[config.mk]
export PLATFORM = sky130hd
export DESIGN_NAME = axi4lite_reg_bridge
export DESIGN_NICKNAME = d
export VERILOG_FILES = /design/src/rtl/axi4lite_reg_pkg.sv /design/src/rtl/axi4lite_reg_bridge.sv
export SDC_FILE = /design/constraint.sdc
export NUM_CORES = 1
export LEC_CHECK = 0
export BUFFER_PORTS_ARGS = -buffer_cell sky130_fd_sc_hd__buf_2
export CAP_MARGIN = 20
export CORE_MARGIN = 2
export CORE_UTILIZATION = 30
export CTS_BUF_LIST = sky130_fd_sc_hd__clkbuf_4
export DETAILED_ROUTE_END_ITERATION = 7
export MAX_ROUTING_LAYER = met4
export PLACE_DENSITY = 0.69
export RECOVER_POWER = 50
export SLEW_MARGIN = 20
export SYNTH_ARGS = -nofsm -noshare
export SYNTH_HDL_FRONTEND = slang
export SYNTH_SLANG_ARGS = --single-unit
export TNS_END_PERCENT = 50
[constraint.sdc]
create_clock -name aclk -period 2.7 [get_ports aclk]
set_input_delay 0.81 -clock aclk [delete_from_list [all_inputs] [get_ports aclk]]
set_output_delay 0.81 -clock aclk [all_outputs]
set_load 0.01 [all_outputs]
[src/rtl/axi4lite_reg_pkg.sv]
// Shared types and constants for the AXI4-Lite to register-strobe bridge.
// Holds the bridge FSM state encoding and the AXI response codes.
package axi4lite_reg_pkg;

  typedef enum logic [2:0] {
    IDLE       = 3'd0,
    WR_COLLECT = 3'd1,
    WR_STROBE  = 3'd2,
    WR_RESP    = 3'd3,
    RD_STROBE  = 3'd4,
    RD_RESP    = 3'd5
  } bridge_state_e;

  localparam logic [1:0] RESP_OKAY   = 2'b00;
  localparam logic [1:0] RESP_SLVERR = 2'b10;

  // Map the register file's error flag onto an AXI response code.
  function automatic logic [1:0] resp_from_err(input logic err);
    logic [1:0] resp;
    if (err) begin
      resp = RESP_SLVERR;
    end else begin
      resp = RESP_OKAY;
    end
    return resp;
  endfunction

endpackage

[src/rtl/axi4lite_reg_bridge.sv]
// AXI4-Lite slave that turns each bus transaction into a single-cycle
// register read or write strobe. One transaction is outstanding at a time;
// writes take priority over reads when both arrive together.
// Optional build macro AXI4LITE_REG_BRIDGE_PROT_CHECK_EN: unprivileged
// accesses (prot[0]=0) are answered with SLVERR and never reach the registers.
module axi4lite_reg_bridge
  import axi4lite_reg_pkg::*;
#(
  parameter int BUS_WIDTH  = 32,
  parameter int ADDR_WIDTH = 5
) (
  input  logic                    aclk,
  input  logic                    areset,
  input  logic [ADDR_WIDTH-1:0]   awaddr,
  input  logic [2:0]              awprot,
  input  logic                    awvalid,
  output logic                    awready,
  input  logic [BUS_WIDTH-1:0]    wdata,
  input  logic [BUS_WIDTH/8-1:0]  wstrb,
  input  logic                    wvalid,
  output logic                    wready,
  output logic [1:0]              bresp,
  output logic                    bvalid,
  input  logic                    bready,
  input  logic [ADDR_WIDTH-1:0]   araddr,
  input  logic [2:0]              arprot,
  input  logic                    arvalid,
  output logic                    arready,
  output logic [BUS_WIDTH-1:0]    rdata,
  output logic [1:0]              rresp,
  output logic                    rvalid,
  input  logic                    rready,
  output logic [ADDR_WIDTH-1:0]   reg_addr,
  output logic                    reg_wr_en,
  output logic [BUS_WIDTH-1:0]    reg_wr_data,
  output logic [BUS_WIDTH/8-1:0]  reg_wr_strb,
  output logic                    reg_rd_en,
  input  logic [BUS_WIDTH-1:0]    reg_rd_data,
  input  logic                    reg_err
);

  localparam int STRB_WIDTH = BUS_WIDTH / 8;

  bridge_state_e state_r;
  bridge_state_e next_s;

  logic                  aw_got_r;
  logic                  w_got_r;
  logic                  aw_prot_ok_r;
  logic [ADDR_WIDTH-1:0] addr_r;
  logic [BUS_WIDTH-1:0]  wdata_r;
  logic [STRB_WIDTH-1:0] wstrb_r;
  logic [BUS_WIDTH-1:0]  rdata_r;
  logic [1:0]            bresp_r;
  logic [1:0]            rresp_r;
  logic                  bvalid_r;
  logic                  rvalid_r;
  logic                  wr_en_r;
  logic                  rd_en_r;

  logic awready_s;
  logic wready_s;
  logic arready_s;
  logic aw_hs_s;
  logic w_hs_s;
  logic ar_hs_s;
  logic wr_prot_ok_s;
  logic rd_prot_ok_s;
  logic unused_prot_s;

  // Decide whether an access with the given protection bits may touch the registers.
  function automatic logic prot_allows(input logic [2:0] prot);
    logic ok;
`ifdef AXI4LITE_REG_BRIDGE_PROT_CHECK_EN
    ok = prot[0];
`else
    ok = 1'b1;
`endif
    return ok;
  endfunction

`ifdef AXI4LITE_REG_BRIDGE_PROT_CHECK_EN
  assign unused_prot_s = ^{awprot[2:1], arprot[2:1]};
`else
  assign unused_prot_s = ^{awprot, arprot};
`endif

  // Ready decode: open in IDLE, only the missing channel in WR_COLLECT, closed in reset.
  always_comb begin
    awready_s = 1'b0;
    wready_s  = 1'b0;
    arready_s = 1'b0;
    if (areset) begin
      awready_s = 1'b0;
      wready_s  = 1'b0;
      arready_s = 1'b0;
    end else begin
      case (state_r)
        IDLE: begin
          awready_s = 1'b1;
          wready_s  = 1'b1;
          arready_s = ~awvalid & ~wvalid;
        end
        WR_COLLECT: begin
          awready_s = ~aw_got_r;
          wready_s  = ~w_got_r;
        end
        default: begin
          awready_s = 1'b0;
          wready_s  = 1'b0;
          arready_s = 1'b0;
        end
      endcase
    end
  end

  assign aw_hs_s = awvalid & awready_s;
  assign w_hs_s  = wvalid & wready_s;
  assign ar_hs_s = arvalid & arready_s;

  // A write's protection comes from this cycle's AW beat if present, else the held one.
  assign wr_prot_ok_s = aw_hs_s ? prot_allows(awprot) : aw_prot_ok_r;
  assign rd_prot_ok_s = prot_allows(arprot);

  // Next-state logic for the single-outstanding transaction FSM.
  always_comb begin
    next_s = state_r;
    case (state_r)
      IDLE: begin
        if (aw_hs_s && w_hs_s) begin
          next_s = WR_STROBE;
        end else if (aw_hs_s || w_hs_s) begin
          next_s = WR_COLLECT;
        end else if (ar_hs_s) begin
          next_s = RD_STROBE;
        end else begin
          next_s = IDLE;
        end
      end
      WR_COLLECT: begin
        if (aw_hs_s || w_hs_s) begin
          next_s = WR_STROBE;
        end else begin
          next_s = WR_COLLECT;
        end
      end
      WR_STROBE: next_s = WR_RESP;
      WR_RESP: begin
        if (bready) begin
          next_s = IDLE;
        end else begin
          next_s = WR_RESP;
        end
      end
      RD_STROBE: next_s = RD_RESP;
      RD_RESP: begin
        if (rready) begin
          next_s = IDLE;
        end else begin
          next_s = RD_RESP;
        end
      end
      default: next_s = IDLE;
    endcase
  end

  // FSM state register.
  always_ff @(posedge aclk) begin
    if (areset) begin
      state_r <= IDLE;
    end else begin
      state_r <= next_s;
    end
  end

  // Capture address/data, drive registered strobes and build the responses.
  always_ff @(posedge aclk) begin
    if (areset) begin
      aw_got_r     <= 1'b0;
      w_got_r      <= 1'b0;
      aw_prot_ok_r <= 1'b0;
      addr_r       <= {ADDR_WIDTH{1'b0}};
      wdata_r      <= {BUS_WIDTH{1'b0}};
      wstrb_r      <= {STRB_WIDTH{1'b0}};
      rdata_r      <= {BUS_WIDTH{1'b0}};
      bresp_r      <= RESP_OKAY;
      rresp_r      <= RESP_OKAY;
      bvalid_r     <= 1'b0;
      rvalid_r     <= 1'b0;
      wr_en_r      <= 1'b0;
      rd_en_r      <= 1'b0;
    end else begin
      if (aw_hs_s) begin
        addr_r       <= awaddr;
        aw_prot_ok_r <= prot_allows(awprot);
      end else if (ar_hs_s) begin
        addr_r <= araddr;
      end
      if (w_hs_s) begin
        wdata_r <= wdata;
        wstrb_r <= wstrb;
      end
      aw_got_r <= (next_s == WR_COLLECT) && (aw_got_r || aw_hs_s);
      w_got_r  <= (next_s == WR_COLLECT) && (w_got_r || w_hs_s);
      // A blocked access still walks through the strobe state, just without a strobe.
      wr_en_r  <= (next_s == WR_STROBE) && wr_prot_ok_s;
      rd_en_r  <= (next_s == RD_STROBE) && rd_prot_ok_s;
      bvalid_r <= (next_s == WR_RESP);
      rvalid_r <= (next_s == RD_RESP);
      if (state_r == WR_STROBE) begin
        bresp_r <= wr_en_r ? resp_from_err(reg_err) : RESP_SLVERR;
      end
      if (state_r == RD_STROBE) begin
        rresp_r <= rd_en_r ? resp_from_err(reg_err) : RESP_SLVERR;
        rdata_r <= rd_en_r ? reg_rd_data : {BUS_WIDTH{1'b0}};
      end
    end
  end

  assign awready     = awready_s;
  assign wready      = wready_s;
  assign arready     = arready_s;
  assign bvalid      = bvalid_r;
  assign bresp       = bresp_r;
  assign rvalid      = rvalid_r;
  assign rresp       = rresp_r;
  assign rdata       = rdata_r;
  assign reg_addr    = addr_r;
  assign reg_wr_en   = wr_en_r;
  assign reg_wr_data = wdata_r;
  assign reg_wr_strb = wstrb_r;
  assign reg_rd_en   = rd_en_r;

endmodule

==> results of run 1 <==
[worst max path at each step]
stage          startpoint        end  slack, ns  depth (start not counted)
6_report           areset    awready       0.30                          4
2_1_floorplan      areset  reg_rd_en       0.04                         10
3_3_place_gp       areset  reg_rd_en       0.16                          9
4_1_cts            areset    awready       0.29                          4
3_5_place_dp       areset    w_got_r       0.08                         10
5_1_grt            areset    awready       0.25                          4
[cells by family after synthesis]
kind of cell / after synthesis / share of synthesized area (%)
simple gates: 170 / 22.4
other cells: 1 / 0.115
fa+ha+maj: 2 / 0.768
compound gates: 87 / 16.0
flops: 85 / 52.2
buf+inv: 39 / 6.91
mux: 5 / 1.54
[area by class of cell]
| cell class | count | area share, % |
|---|---|---|
| tap | 140 | 4.14 |
| sequential | 85 | 40.2 |
| clock inverter | 6 | 1.86 |
| timing repair buffer | 181 | 19.8 |
| multi-input combinational | 266 | 31.9 |
| inverter | 6 | 0.561 |
| clock buffer | 9 | 1.60 |
[cells in the mapped netlist, drive strengths merged]
master,instances,area share [%]
o311ai,1,0.27
o31ai,1,0.23
clkinv,1,0.15
or2,1,0.19
a311oi,1,0.27
nand2b,2,0.38
a41o,1,0.31
a21bo,1,0.31
a21oi,73,11
ha,2,0.77
or3,1,0.19
conb,1,0.12
nor3,5,0.92
mux2i,5,1.5
a211oi,5,1.2
nor3b,2,0.46
buf,18,4.5
nor2,15,1.8
nand3b,1,0.23
nor2b,2,0.38
dfxtp,85,52
and3,1,0.19
a31oi,2,0.84
and2,3,0.65
a2111oi,2,1.3
nand3,32,4.9
inv,5,0.58
clkbuf,15,1.7
nand2,105,12
[power groups by stage]
| stage | logic, mW | clock network, mW | registers [mW] |
|---|---|---|---|
| finish | 0.369 | 0.759 | 1.35 |
| global route | 0.410 | 0.851 | 1.36 |
| CTS | 0.387 | 0.798 | 1.35 |
| detailed placement | 0.386 | 0 | 1.38 |
| global placement | 0.375 | 0 | 1.37 |
| floorplan | 0.217 | 0 | 1.39 |
[registers in the layout (all words and copies together), names as in the netlist]
name,flops
reg_wr_en,1
state_r,3
rvalid,1
reg_addr,5
w_got_r,1
reg_wr_data,32
bresp,1
reg_wr_strb,4
bvalid,1
rresp,1
reg_rd_en,1
rdata,32
aw_got_r,1
aw_prot_ok_r,1
[per-layer routing]
metal	share of wire, %	GRT usage [%]	vias to the layer above
met4	1.7	6.04	0
met5	0	-	-
met1	43	15.6	1444
met3	6.5	3.25	11
li1	-	-	1612
met2	49	25.6	100
[worst max-delay path, stage by stage]
cell and delay [ns]:
buf_2 0.16, a2111oi_4 0.35, buf_4 0.16, buf_2 0.12
==> flow_summary.yaml, run 1 <==
worst_setup_path:
  r2r_slack_ns: 0.48
  timing.reg2reg.worst_path_depth: 9
  crit_path_end_kind: "output port"
  worstPathRequired_ns: 1.89
  startpoint_types: "primary input"
  largest_fanout_on_the_critical_path: 5
  reg2reg_from: "state_r[1]"
  arrival_time_of_data_at_the_critical_path_endpoint_ns: 1.59
  reg_to_reg_critical_path_endpoint: "w_got_r"
  worstSetupPathType: "primary input to output port"
timing:
  final.min_clock_period_ns: 2.40
  finalMaxSlewViolations: 0
  worst_hold_slack_ns: 0.460
  setup_slack_ns: 0.297
  finalClockSkew_ns: 0.0185
  setup-violations-final: 0
  worst-slew-pin-transition_ns: 0.689
  finalHoldViolCount: 0
  max-slew-margin-rel_pct: 54.1
  setup-tns-final_ns: 0
  final.period_utilization_pct: 89.0
  achievable-frequency_mhz: 416
  unrepaired_setup_endpoints_after_global_routing: "false"
cts:
  worst_setup_hold_path_clk_slew_ns: 0.11
  count_of_buffers_added_by_post_cts_timing_repair_for_setup: 0
  cts_repair_resize_count: 0
  cts_made_buffers: 9
  cts_tree: "done"
  clk_latency_ns: 0.41
  post_cts_hold_buffer_count: 0
  ctsLongestPathBuffers: 2
  cts-htree-levels: 3
  numClockSinks: 85
  cts_root_buf: "clkbuf_4"
placement:
  dp_worst_setup_slack_ns: 0.0787
  gp_routability_congestion: 0.773
  dpl.hpwl_mm: 6.26
  placedInstanceArea_um2: 4190
  dpl.cell_count: 678
  quantity_of_i_o_buffers_inserted_on_ports: 167
detailed_routing:
  totalWireLength_mm: 8.51
  viasPerCell: 4.57
  vias: 3167
  routed_wire_length_per_instance_um: 12.3
  firstDrtPassIters: 4
  drt_first_iter_violations: 193
  ant_nets: 0
  route.detailed.drc: 0
power:
  switching_portion_of_total_power_pct: 26.1
  vdd_drop_max_mv: 0.262
  cell_internal_pwr_mw: 1.83
  p_per_area_nw_per_um2: 585
  total_power_mw: 2.48
  clk_pwr_share_pct: 30.7
  static-leakage-power_nw: 1.62
  power.share.sequential_pct: 54.5
  power.combinational.fraction_pct: 14.9
  switchingPower_mw: 0.645
layout:
  diodes: 0
  flow.area_growth_from_synthesis_pct: 30.0
  instances_no_fill: 693
  layout_commonest_cell: "nand2_1"
  sequential_cell_area_um2: 1700
  stdcell_area_um2: 4230
  layout.nets: 643
  finish.utilization_pct: 39.6
  post_route_cells_drive_above_1_share_pct: 22.4
  mostFrequentLayoutCells: "105 x nand2_1, 89 x buf_2, 85 x dfxtp_1"
  num-fill-cells: 1168
  multi_input_area_um2: 1350
floorplanning:
  floorplan.rows: 38
  floorplan.initialDensity_pct: 30.5
  ios: 176
  die_h_um: 108
  die_area_um2: 11700
  coreArea_um2: 10700
  die_width_um: 108
synth:
  netlist_area_um2: 3260
  synthDistinctLibCells: 37
  syn_inst: 389
  yosysSeqAreaShare_pct: 52.2
  synth_seq_cells: 85
  synth-warning-count: 0
  postSynthAreaPerCell_um2: 8.38
grt:
  grt_pass1_wl_mm: 13.2
  total_global_routing_track_utilization_pct: 14.5
  grt_overflow: 0
  via_count_of_the_first_global_routing_pass: 2983
  antenna_found_initial: 0
  largest_net_degree_at_the_start_of_global_routing: 47
worst_hold_path:
  hold_path.startpoint: "rdata[21]"
  min_delay_path_depth: 2
  hold_end: "rdata[21]"
  hp_class: "register to register"
status:
  status: "complete, no violations"
job:
  max_cap_viols: 0
Power figures use the tool's default switching activity.
==> inputs of run 2 (changes only) <==
--- a/config.mk
+++ b/config.mk
@@ -8,11 +8,11 @@
 export BUFFER_PORTS_ARGS = -buffer_cell sky130_fd_sc_hd__buf_2
 export CAP_MARGIN = 20
 export CORE_MARGIN = 2
-export CORE_UTILIZATION = 30
+export CORE_UTILIZATION = 42
 export CTS_BUF_LIST = sky130_fd_sc_hd__clkbuf_4
 export DETAILED_ROUTE_END_ITERATION = 7
 export MAX_ROUTING_LAYER = met4
-export PLACE_DENSITY = 0.69
+export PLACE_DENSITY = 0.88
 export RECOVER_POWER = 50
 export SLEW_MARGIN = 20
 export SYNTH_ARGS = -nofsm -noshare
==> run 2 against run 1 <==
Compared with the run above:
- clock-buffer cell count grew 1
- largest power group unchanged
- clock power down 18%
- largest cell class unchanged
- routed wire length decreased by 2.7%
- clock skew decreased by 0.0037 ns
- design area is 2.1% lower
- first-iteration DRC count down 6.7%
- power is 5.8% lower
- critical endpoint unchanged
==> flow_summary.yaml, run 2 (synthesis gave the netlist of run 1 again) <==
status:
  status: "complete, no violations"
power:
  static-leakage-power_nw: 1.59
  total_power_mw: 2.33
  p_per_area_nw_per_um2: 563
  vdd_drop_max_mv: 0.324
cts:
  ctsLongestPathBuffers: 2
  cts_root_buf: "clkbuf_4"
  cts_tree: "done"
  numClockSinks: 85
  cts-htree-levels: 3
  count_of_buffers_added_by_post_cts_timing_repair_for_setup: 0
  cts_repair_resize_count: 0
  cts_made_buffers: 9
  post_cts_hold_buffer_count: 0
  worst_setup_hold_path_clk_slew_ns: 0.14
  clk_latency_ns: 0.41
grt:
  total_global_routing_track_utilization_pct: 19.5
  grtUsageMet1_pct: 22.5
  grt_pass1_wl_mm: 13.2
  largest_net_degree_at_the_start_of_global_routing: 41
  grt_overflow: 0
  via_count_of_the_first_global_routing_pass: 3012
  grt_use_met3_pct: 3.70
  antenna_found_initial: 0
  grt.busiest_layer: "met2"
  grt_util_met2_pct: 34.3
layout:
  diodes: 0
  mostFrequentLayoutCells: "105 x nand2_1, 89 x buf_2, 85 x dfxtp_1"
  post_route_cells_drive_above_1_share_pct: 22.8
  flow.area_growth_from_synthesis_pct: 27.2
  stdcell_area_um2: 4140
  layout_commonest_cell: "nand2_1"
  layout.nets: 641
  num-fill-cells: 749
detailed_routing:
  routed_wire_length_per_instance_um: 12.7
  firstDrtPassIters: 4
  vias: 3247
  totalWireLength_mm: 8.28
  ant_nets: 0
  route.detailed.drc: 0
  viasPerCell: 4.96
  drt_first_iter_violations: 180
placement:
  placedInstanceArea_um2: 4130
  dp_worst_setup_slack_ns: 0.0287
  dpl.hpwl_mm: 6.09
  quantity_of_i_o_buffers_inserted_on_ports: 167
  gp_routability_congestion: 0.850
worst_hold_path:
  hp_class: "register to register"
worst_setup_path:
  crit_path_end_kind: "output port"
  worstPathRequired_ns: 1.89
  largest_fanout_on_the_critical_path: 6
  worstSetupPathType: "primary input to output port"
  arrival_time_of_data_at_the_critical_path_endpoint_ns: 1.62
  startpoint_types: "primary input"
floorplanning:
  floorplan.initialDensity_pct: 42.8
  floorplan.rows: 32
  die_h_um: 92.1
  coreArea_um2: 7610
  ios: 176
  die_width_um: 92.1
  die_area_um2: 8480
timing:
  worst_hold_slack_ns: 0.461
  setup-tns-final_ns: 0
  finalHoldViolCount: 0
  finalMaxSlewViolations: 0
  final.min_clock_period_ns: 2.43
  final.period_utilization_pct: 90.2
  achievable-frequency_mhz: 411
  worst-slew-pin-transition_ns: 0.678
  unrepaired_setup_endpoints_after_global_routing: "false"
  setup_slack_ns: 0.266
  max-slew-margin-rel_pct: 54.8
  finalClockSkew_ns: 0.0148
  setup-violations-final: 0
job:
  max_cap_viols: 0
[run 2: cell types whose count changed in the layout (fill, tap and decap cells not counted), sizes merged]
cell	before	now
buf	101	100
bufinv	2	0
clkinvlp	1	3
[run 2: critical path, cell delays in order]
cell	delay, ns
buf_2	0.16
a2111oi_4	0.37
buf_4	0.16
buf_2	0.12
[run 2: layout make-up]
type | instances | area (µm²) | share of cell area [%]
inverters | 6 | 23.8 | 0.574
clock inverters | 6 | 40.0 | 0.966
multi-input cells | 266 | 1350 | 32.6
repair buffers | 179 | 826 | 19.9
well taps | 102 | 128 | 3.08
flip-flops and latches | 85 | 1700 | 41.1
clock buffers | 10 | 75.1 | 1.81
[run 2: power breakdown]
part	total [mW]	internal, mW	switching [mW]
sequential	1.35	1.31	0.0442
combinational	0.360	0.156	0.204
clock	0.620	0.197	0.424
total	2.33	1.66	0.672
[run 2: through the flow]
stage          utilization [%]  std cells
3_5_place_dp              54.3        638
6_report                  54.5        654
4_1_cts                   55.8        654
5_1_grt                   54.5        654
2_1_floorplan                -        390
3_3_place_gp              54.3        638
[run 2: path summary, 6_finish.rpt]
kind / startpoint / endpoint / slack (ns) / cells past startpoint
max reg2reg: state_r[0] / aw_got_r / 0.47 / 10
min: rdata[11] / rdata[11] / 0.46 / 2
max: areset / awready / 0.27 / 4
min reg2reg: rdata[11] / rdata[11] / 0.46 / 2
[run 2: layer usage]
layer	vias to the layer above	share of wire [%]
met5	-	0
met4	0	1.1
met3	14	6.5
met2	129	49
met1	1492	43
li1	1612	-
==> inputs of run 3 (changes only) <==
--- a/config.mk
+++ b/config.mk
@@ -5,13 +5,13 @@
 export SDC_FILE = /design/constraint.sdc
 export NUM_CORES = 1
 export LEC_CHECK = 0
+export ABC_CLOCK_PERIOD_IN_PS = 2700
 export BUFFER_PORTS_ARGS = -buffer_cell sky130_fd_sc_hd__buf_2
 export CAP_MARGIN = 20
 export CORE_MARGIN = 2
 export CORE_UTILIZATION = 42
 export CTS_BUF_LIST = sky130_fd_sc_hd__clkbuf_4
 export DETAILED_ROUTE_END_ITERATION = 7
-export MAX_ROUTING_LAYER = met4
 export PLACE_DENSITY = 0.88
 export RECOVER_POWER = 50
 export SLEW_MARGIN = 20
==> run 3 against run 2 <==
Compared with the run above:
- critical endpoint unchanged
- non-clock buffer count did not move
- worst setup slack barely moved
- combinational power barely moved
- cell count did not move
- clock skew fell by 0.0010 ns
- sequential share of layout area did not move
- sequential power barely moved
- via count rose by 0.15%
- critical path type unchanged
- power barely moved
- register-to-register slack barely moved
- die area did not move
- highest routed layer unchanged
==> flow_summary.yaml, run 3 (synthesis gave the netlist of run 1 again) <==
floorplanning:
  die_width_um: 92.1
  die_area_um2: 8480
  ios: 176
  floorplan.rows: 32
  coreArea_um2: 7610
  floorplan.initialDensity_pct: 42.8
  die_h_um: 92.1
worst_setup_path:
  worstSetupPathType: "primary input to output port"
  reg2reg_from: "state_r[0]"
  crit_path_end_kind: "output port"
  worst_path_most_repeated_cell: "buf_2"
  worstSetupStartpoint: "areset"
  timing.critical_path.slowest_cell_delay_ns: 0.37
  reg_to_reg_critical_path_endpoint: "aw_got_r"
  largest_fanout_on_the_critical_path: 6
  arrival_time_of_data_at_the_critical_path_endpoint_ns: 1.62
  worstPathRequired_ns: 1.89
  startpoint_types: "primary input"
  timing.reg2reg.worst_path_depth: 10
  worstPathCellList: "buf_2, a2111oi_4, buf_4, buf_2"
  r2r_slack_ns: 0.47
  critical_path.n_buffers_inverters: 3
  timing.critical_path.slowest_stage_cell: "a2111oi_4"
  path_delay_family: "buffers and inverters"
timing:
  max-slew-margin-rel_pct: 54.8
  setup-tns-final_ns: 0
  achievable-frequency_mhz: 411
  setup-violations-final: 0
  final.min_clock_period_ns: 2.43
  unrepaired_setup_endpoints_after_global_routing: "false"
  setup_slack_ns: 0.266
  worst-slew-pin-transition_ns: 0.679
  finalClockSkew_ns: 0.0138
  final.period_utilization_pct: 90.2
  finalMaxSlewViolations: 0
  finalHoldViolCount: 0
layout:
  layout.nets: 641
  instances_no_fill: 654
  flow.area_growth_from_synthesis_pct: 27.2
  mostFrequentLayoutCells: "105 x nand2_1, 89 x buf_2, 85 x dfxtp_1"
  layout_commonest_cell: "nand2_1"
  post_route_cells_drive_above_1_share_pct: 22.8
  diodes: 0
detailed_routing:
  totalWireLength_mm: 8.29
  vias: 3252
  drt_first_iter_violations: 169
  viasPerCell: 4.97
  firstDrtPassIters: 4
  ant_nets: 0
  routed_wire_length_per_instance_um: 12.7
  route.detailed.drc: 0
grt:
  total_global_routing_track_utilization_pct: 19.1
  grt_overflow: 0
  grt_pass1_wl_mm: 13.3
  antenna_found_initial: 0
  largest_net_degree_at_the_start_of_global_routing: 41
  via_count_of_the_first_global_routing_pass: 3008
power:
  p_per_area_nw_per_um2: 563
  power.share.sequential_pct: 58.0
  switching_portion_of_total_power_pct: 28.8
  static-leakage-power_nw: 1.59
  power.combinational.fraction_pct: 15.4
  vdd_drop_max_mv: 0.324
  switchingPower_mw: 0.671
  cell_internal_pwr_mw: 1.66
  clk_pwr_share_pct: 26.6
  total_power_mw: 2.33
placement:
  dp_worst_setup_slack_ns: 0.0287
  gp_routability_congestion: 0.837
  dpl.hpwl_mm: 6.09
  quantity_of_i_o_buffers_inserted_on_ports: 167
  dpl.cell_count: 638
worst_hold_path:
  min_delay_path_depth: 2
  hold_end: "rdata[11]"
  hold_path.startpoint: "rdata[11]"
  hp_class: "register to register"
status:
  status: "complete, no violations"
cts:
  numClockSinks: 85
  cts_root_buf: "clkbuf_4"
  count_of_buffers_added_by_post_cts_timing_repair_for_setup: 0
  cts-htree-levels: 3
  cts_tree: "done"
  worst_setup_hold_path_clk_slew_ns: 0.14
  cts_made_buffers: 9
  ctsLongestPathBuffers: 2
  cts_repair_resize_count: 0
  post_cts_hold_buffer_count: 0
  clk_latency_ns: 0.41
job:
  max_cap_viols: 0
run 3: cell counts in the layout (fill, tap and decap cells not counted):
Identical to the previous run, type by type.
run 3: metrics by stage:
stage	hold slack, ns	util, %	instance area (µm²)
2_1_floorplan	0.425	-	3280
3_3_place_gp	0.435	54.3	4130
3_5_place_dp	0.444	54.3	4130
4_1_cts	0.462	55.8	4240
5_1_grt	0.479	54.5	4140
6_report	0.461	54.5	4140
run 3: power groups by stage:
stage | logic (mW) | registers (mW) | clock network [mW]
2_1_floorplan | 0.217 | 1.39 | 0
3_3_place_gp | 0.360 | 1.38 | 0
3_5_place_dp | 0.373 | 1.38 | 0
4_1_cts | 0.374 | 1.35 | 0.646
5_1_grt | 0.401 | 1.36 | 0.699
6_report | 0.360 | 1.35 | 0.620
run 3: routing by layer:
metal | global-route usage, % | vias to the layer above | wire, µm
met5 | 0 | - | 0
met4 | 6.47 | 0 | 87
met3 | 4.03 | 12 | 548
met2 | 34.3 | 130 | 4080
met1 | 22.4 | 1499 | 3570
li1 | - | 1611 | -
run 3: worst reg2reg max path, cell delays in order, from the launching register on:
cell and delay, ns:
dfxtp_1 0.60, a2111oi_4 0.15, and2_4 0.20, inv_1 0.07
ha_2 0.18, buf_4 0.12, nor2b_1 0.04, o31ai_1 0.29
o311ai_1 0.15, buf_4 0.16, nor3b_1 0.18
run 3: final cells by class:
class	instances	area [µm²]
Inverter	6	23.8
Timing Repair Buffer	179	826
Fill cell	749	3460
Multi-Input combinational cell	266	1350
Tap cell	102	128
Clock inverter	6	40.0
Sequential cell	85	1700
Clock buffer	10	75.1
run 3: worst max-delay path by stage:
| stage | endpoint | cells past startpoint | slack (ns) |
|---|---|---|---|
| 4_1_cts | awready | 4 | 0.27 |
| 3_3_place_gp | reg_wr_en | 9 | 0.16 |
| 3_5_place_dp | reg_wr_en | 9 | 0.03 |
| 2_1_floorplan | reg_rd_en | 10 | 0.04 |
| 6_report | awready | 4 | 0.27 |
| 5_1_grt | arready | 4 | 0.22 |
